[src/rtl/mips_trace_buffer.sv]
// Pipeline trace buffer: cycle-stamped capture records in a circular buffer, drained over valid/ready.
// Defining TRACE_DROP_COUNT_EN adds the saturating dropped_count port.
module mips_trace_buffer #(
    parameter int  DEPTH      = 16,
    parameter int  PC_W       = 32,
    parameter int  DATA_W     = 32,
    parameter int  CYC_W      = 16,
    parameter int  STOP_CYCLE = 0,
    parameter int  WRAP       = 1,
    localparam int PTR_W      = $clog2(DEPTH),
    localparam int CNT_W      = PTR_W + 1,
    localparam int REC_W      = CYC_W + PC_W + 32 + 1 + 5 + DATA_W
) (
    input  logic              clk,
    input  logic              reset,
    input  logic              cap_valid,
    input  logic [PC_W-1:0]   cap_pc,
    input  logic [31:0]       cap_instr,
    input  logic              cap_wb_reg_write,
    input  logic [4:0]        cap_wb_dest,
    input  logic [DATA_W-1:0] cap_wb_data,
    input  logic              rd_ready,
    output logic              rd_valid,
    output logic [REC_W-1:0]  rd_record,
    output logic [CYC_W-1:0]  cycle_count,
    output logic [CNT_W-1:0]  count,
    output logic              full,
    output logic              empty,
    output logic              halt,
    output logic              overflow
`ifdef TRACE_DROP_COUNT_EN
    ,
    output logic [CYC_W-1:0]  dropped_count
`endif
);

    localparam logic [CYC_W-1:0] CYC_MAX = {CYC_W{1'b1}};
    localparam logic [CYC_W-1:0] STOP_C  = CYC_W'(STOP_CYCLE);
    localparam logic [CNT_W-1:0] DEPTH_C = CNT_W'(DEPTH);

    logic [REC_W-1:0] mem [DEPTH];
    logic [PTR_W-1:0] wr_ptr;
    logic [PTR_W-1:0] rd_ptr;
    logic             do_push;
    logic             do_pop;
    logic             write_en;
    logic             lose;
    logic [CYC_W-1:0] cycle_next;

    assign empty     = (count == '0);
    assign full      = (count == DEPTH_C);
    assign rd_valid  = !empty;
    assign rd_record = mem[rd_ptr];

    // A full buffer accepts a push when a pop frees the head slot, or when wrapping overwrites it.
    always_comb begin
        do_push    = cap_valid && !halt;
        do_pop     = rd_valid && rd_ready;
        write_en   = do_push && (!full || do_pop || (WRAP != 0));
        lose       = do_push && full && !do_pop;
        cycle_next = (cycle_count == CYC_MAX) ? cycle_count : cycle_count + CYC_W'(1);
    end

    // NOTE: state registers use non-blocking assignments so every update sees pre-edge values.
    always_ff @(posedge clk) begin
        if (reset) begin
            wr_ptr      <= '0;
            rd_ptr      <= '0;
            count       <= '0;
            cycle_count <= '0;
            halt        <= 1'b0;
            overflow    <= 1'b0;
        end else begin
            if (write_en)
                wr_ptr <= wr_ptr + PTR_W'(1);
            if (do_pop || (lose && (WRAP != 0)))
                rd_ptr <= rd_ptr + PTR_W'(1);
            if (write_en && !do_pop && !full)
                count <= count + CNT_W'(1);
            else if (do_pop && !write_en)
                count <= count - CNT_W'(1);
            if (lose)
                overflow <= 1'b1;
            cycle_count <= cycle_next;
            // Set one edge early so halt is already high in the STOP_CYCLE cycle.
            if ((STOP_CYCLE != 0) && (cycle_next == STOP_C))
                halt <= 1'b1;
        end
    end

    // NOTE: the record store has no reset; contents are only meaningful between rd_ptr and wr_ptr.
    always_ff @(posedge clk) begin
        if (write_en && !reset)
            mem[wr_ptr] <= {cycle_count, cap_pc, cap_instr, cap_wb_reg_write, cap_wb_dest, cap_wb_data};
    end

`ifdef TRACE_DROP_COUNT_EN
    always_ff @(posedge clk) begin
        if (reset)
            dropped_count <= '0;
        else if ((lose || (cap_valid && halt)) && (dropped_count != CYC_MAX))
            dropped_count <= dropped_count + CYC_W'(1);
    end
`else
    // Without the counter, overflow is the only loss indication.
`endif

endmodule
[config.mk]
export PLATFORM = sky130hd
export DESIGN_NAME = mips_trace_buffer
export DESIGN_NICKNAME = d
export VERILOG_FILES = /design/src/rtl/mips_trace_buffer.sv
export SDC_FILE = /design/constraint.sdc
export NUM_CORES = 1
export LEC_CHECK = 0
export BUFFER_PORTS_ARGS = -buffer_cell sky130_fd_sc_hd__buf_2
export CORE_MARGIN = 10
export CORE_UTILIZATION = 44
export DETAILED_ROUTE_END_ITERATION = 12
export MAX_ROUTING_LAYER = met4
export PLACE_DENSITY_LB_ADDON = 0.05
export SLEW_MARGIN = 30
export SYNTH_ARGS = -nofsm -noshare
export SYNTH_HDL_FRONTEND = slang
export SYNTH_SLANG_ARGS = --single-unit
[constraint.sdc]
create_clock -name clk -period 5.7 [get_ports clk]
set_clock_uncertainty 0.2 [all_clocks]
set_input_delay 1.14 -clock clk [delete_from_list [all_inputs] [get_ports clk]]
set_output_delay 1.14 -clock clk [all_outputs]
set_load 0.02 [all_outputs]
# --- Word-level counts from Yosys, hierarchy flattened ---
# Memory sizes are Yosys's and may differ from the RTL's. A register that Yosys moved wholly into a read port is not among the register bits.
# Index checks and enable logic that the tools add are counted.
totals:
  mem_count: 1
  output_inout_bits: 144
  inputBits: 106
  ramBits: 1888
  reg_bits: 30
memory_table:
  columns: ["memory", "words", "word_bits", "rd", "rd_clocked_by_memory_dff", "write_ports", "line_no", "text"]
  rows:
  - ["mem", 16, 118, 1, 1, 1, "41", "logic [REC_W-1:0] mem [DEPTH];"]
op_classes:
  addsub: 5
  n_mux: 6
  n_reduce_logical: 15
  eq_ne: 2
op_table:
  columns: ["op", "n"]
  rows:
  - ["$add 16x1->16 const B", 1]
  - ["$eq 16x16->1 const B", 1]
  - ["$mux 5", 2]
  - ["$add 4x1->4 const B", 2]
  - ["$mux 4", 2]
  - ["$logic_and 1x1->1", 7]
  - ["$add 5x1->5 const B", 1]
  - ["$eq 5x5->1 const B", 1]
  - ["$logic_not 1->1", 5]
  - ["$logic_not 5->1", 1]
  - ["$sub 5x1->5 const B", 1]
  - ["$mux 1", 2]
  - ["$reduce_bool 2->1", 1]
  - ["$logic_or 1x1->1", 1]

# --- Logic depth before layout (Yosys ltp) ---
logic_depth:
  depth_word: 8
  depth_mapped: 8
  depth_no_buf: 8

# --- Worst setup path after synthesis ---
# OpenSTA, ideal clock, no wires.
synth_timing:
  kind: "input-to-reg"
  startpoint: "input port cap_valid"
  endpoint: "memory mem[0][0] (netlist bit) (enable)"
  path_slack_ns: 0.305
  path_stages: 4
  n_path_buf: 1
  arrival_time_ns: 4.705
  t_required_ns: 5.010
  cell_sequence: "clkbuf_1 > nor2b_1 > nor3b_1 > and2_1"
synth_via:
  elab_chain_len: 3
synth_lines:
  columns: ["element", "line_no", "text"]
  rows:
  - ["start, declared", "16", "input logic cap_valid,"]
  - ["$logic_and 1x1->1", "93", "if (write_en && !reset)"]
  - ["$mux 1", "93", null]
  - ["$mux 1 (not written as such)", "94", "mem[wr_ptr] <= {cycle_count, cap_pc, cap_instr, cap_wb_reg_write, cap_wb_dest, cap_wb_data};"]
  - ["end, declared", "41", null]
# No other way between the ends.

==> impl_metrics.json <==
{
  "drv_slew": 0,
  "drc": 0,
  "worstSetupPathType": "reg2out",
  "htreeDepth": 4,
  "area_delta_synth_final_pct": 15.1,
  "synthMuxAreaShare_pct": 14.8,
  "grt_pass1_wl_mm": 262,
  "run_status": "finished, final reports clean",
  "via_count": 34000,
  "synthFlopType": "edfxtp_1",
  "firstDrtPassIters": 7,
  "ios": 250,
  "core_sq_um": 163000,
  "synth.most_common_cell": "edfxtp_1",
  "maxCapViolations": 0,
  "synth_top_area_share_pct": 78.6,
  "rsz0062_at_grt": "no",
  "dieArea_sq_um": 181000,
  "synthSimpleGateAreaFrac_pct": 1.46,
  "die_h_microns": 425,
  "synth_nets": 3207,
  "stdcell_area_sq_um": 83100,
  "die_width_microns": 425,
  "ys_top_cells_by_area": "edfxtp_1 (79%), mux4_2 (15%), a22oi_1 (2.5%)",
  "cp-end-kind": "output pin",
  "fillers": 12900,
  "postCtsResizedCells": 0,
  "overflow": 0,
  "fin_ws_ns": 0.783,
  "grt_start_max_net_pins": 105,
  "setup_viol": 0,
  "synth_adder_area_share_pct": 0.184,
  "grtUsageTotal_pct": 20.7,
  "syn-instance-count": 3091,
  "async_reset_ff_share_pct": 0,
  "leakagePower_uw": 0.0261,
  "irDropWorstVdd_uv": 345,
  "place_hpwl_mm": 94.5,
  "min_path_type": "reg2reg",
  "drt_iter0_markers": 3169,
  "clock_path_buffers": 3,
  "dpl_cell_area_sq_um": 76900,
  "drt-wirelength-per-cell_microns": 31.1,
  "viasPerCell": 5.83,
  "initial_core_util_pct": 44.3,
  "yosys.area.top_type": "edfxtp_1",
  "hold_viol": 0,
  "fin_setup_tns_ns": 0,
  "post_cts_buffers": 0,
  "drt.antenna.violating_nets": 0,
  "ys_warn_count": 0,
  "start_kind": "register",
  "cts_tree": "built",
  "pre_cts_slack_ns": 1.55,
  "root_buffer": "clkbuf_16",
  "max_freq_mhz": 203,
  "finalPower_uw": 34900,
  "period_minus_slack_ns": 4.92,
  "synth_edf_count": 1888,
  "port_buffers": 248,
  "hold_ws_ns": 0.284,
  "powerDensity_nw_per_um2": 420,
  "postCtsHoldBufs": 0,
  "wirelength_mm": 181,
  "slew_headroom_pct": 36.1,
  "cts_buffers": 198,
  "synth_top_family_by_area": "multiplexers",
  "rows": 148,
  "clkTransAtPathRegs_ns": 0.06,
  "clock-sinks": 1922,
  "yosysSeqAreaShare_pct": 79.5,
  "syn_area_per_cell_sq_um": 23.3,
  "worst_slew_pin_slew_ns": 0.959,
  "synth_seq_cells": 1922,
  "finalCritPeriodShare_pct": 86.3,
  "arrival_ns": 3.58,
  "synth_compound_area_share_pct": 2.86,
  "yosysUniqueCellTypes": 52,
  "grt_pass1_vias": 36500,
  "synth-xor-area-share_pct": 0.0728,
  "gp_congestion": 0.746,
  "drive_gt1_share_pct": 30.6,
  "crit_fanout": 29,
  "antenna_found_initial": 33,
  "final_net_count": 3592,
  "synth_common_cells": "edfxtp_1 (1888), mux4_2 (472), a22oi_1 (237), nand2_1 (126), clkbuf_1 (72)",
  "worstPathRequired_ns": 4.36,
  "clkLatencyLatePin_ns": 0.82,
  "syn-cell-area_sq_um": 72100
}
## registers in the layout (all words and copies together), names as in the netlist, named ones only
| name | cells |
|---|---|
| mem | 1888 |
| cycle_count | 16 |
| count | 5 |
| rd_ptr | 4 |
| wr_ptr | 4 |
| overflow | 1 |
## report_power, final
part	internal [uW]	switching [uW]	leakage, uW	total [uW]
logic	3140	3550	0.00567	6690
registers	15600	203	0.0174	15800
clock network	7150	5210	0.00302	12400
## logic make-up (layout without fill, tap and decap cells)
group           count (synthesis)  in the layout
flops                        1922           1922
mux                           476            476
compound gates                285            285
simple gates                  217            217
buf+inv                       174            723
fa+ha+maj                      10             10
xor+xnor                        6              6
other cells                     1             17
## layout by cell type (no fill, tap or decap), types with 3 or more instances in the layout
master / count
a21oi_1: 21
a22oi_1: 237
and2_4: 17
and3_1: 3
buf_12: 53
buf_2: 248
buf_4: 48
bufinv_16: 14
clkbuf_1: 60
clkbuf_16: 202
clkinv_1: 41
clkinv_2: 30
clkinv_8: 3
clkinvlp_4: 3
dfxtp_1: 32
diode_2: 16
edfxtp_1: 1888
ha_1: 9
inv_1: 10
inv_6: 7
mux4_2: 472
nand2_1: 126
nand3_1: 8
nand4_1: 4
nor2_1: 15
nor2b_1: 6
nor3_1: 7
o21ai_0: 12
o31ai_1: 4
or3_1: 7
or4_1: 5
xor2_1: 4
## layer usage
layer,vias up,routed length (microns),GRT usage [%]
met2,928,89900,32.9
met3,291,8470,3.55
li1,14100,-,-
met1,18600,78500,27.7
met5,-,0,-
met4,0,4340,5.63
## worst paths after layout
| check | slack (ns) | end | startpoint | cells after the start |
|---|---|---|---|---|
| setup / recovery | 0.78 | rd_record[63] | register | 6 |
| hold / removal | 0.28 | overflow | overflow | 2 |
| setup reg to reg | 2.78 | cycle_count[9] | cycle_count[0] | 5 |
| hold reg to reg | 0.28 | overflow | overflow | 2 |
## worst max-delay path, stage by stage, from the launching register on
cell and delay (ns):
dfxtp_4 0.95, buf_4 0.47, buf_4 0.28, mux4_2 0.52
a22oi_1 0.23, nand2_1 0.11, buf_2 0.17
## metrics by stage
step | util [%] | instances
3_5_place_dp | 47.2 | 5451
5_1_grt | 51.0 | 5829
4_1_cts | 51.0 | 5815
2_1_floorplan | - | 3091
3_3_place_gp | 47.1 | 5449
6_report | 51.0 | 5831
## cell type report
type | instances | area (sq um) | area share (%)
antenna | 16 | 40.0 | 0.0482
clock inverter | 100 | 875 | 1.05
sequential | 1922 | 57400 | 69.1
clock buffer | 264 | 5310 | 6.39
tap | 2175 | 2720 | 3.28
multi-input combinational | 995 | 14000 | 16.9
timing repair buffer | 349 | 2660 | 3.21
inverter | 10 | 37.5 | 0.0452
Power figures use the tool's default switching activity.
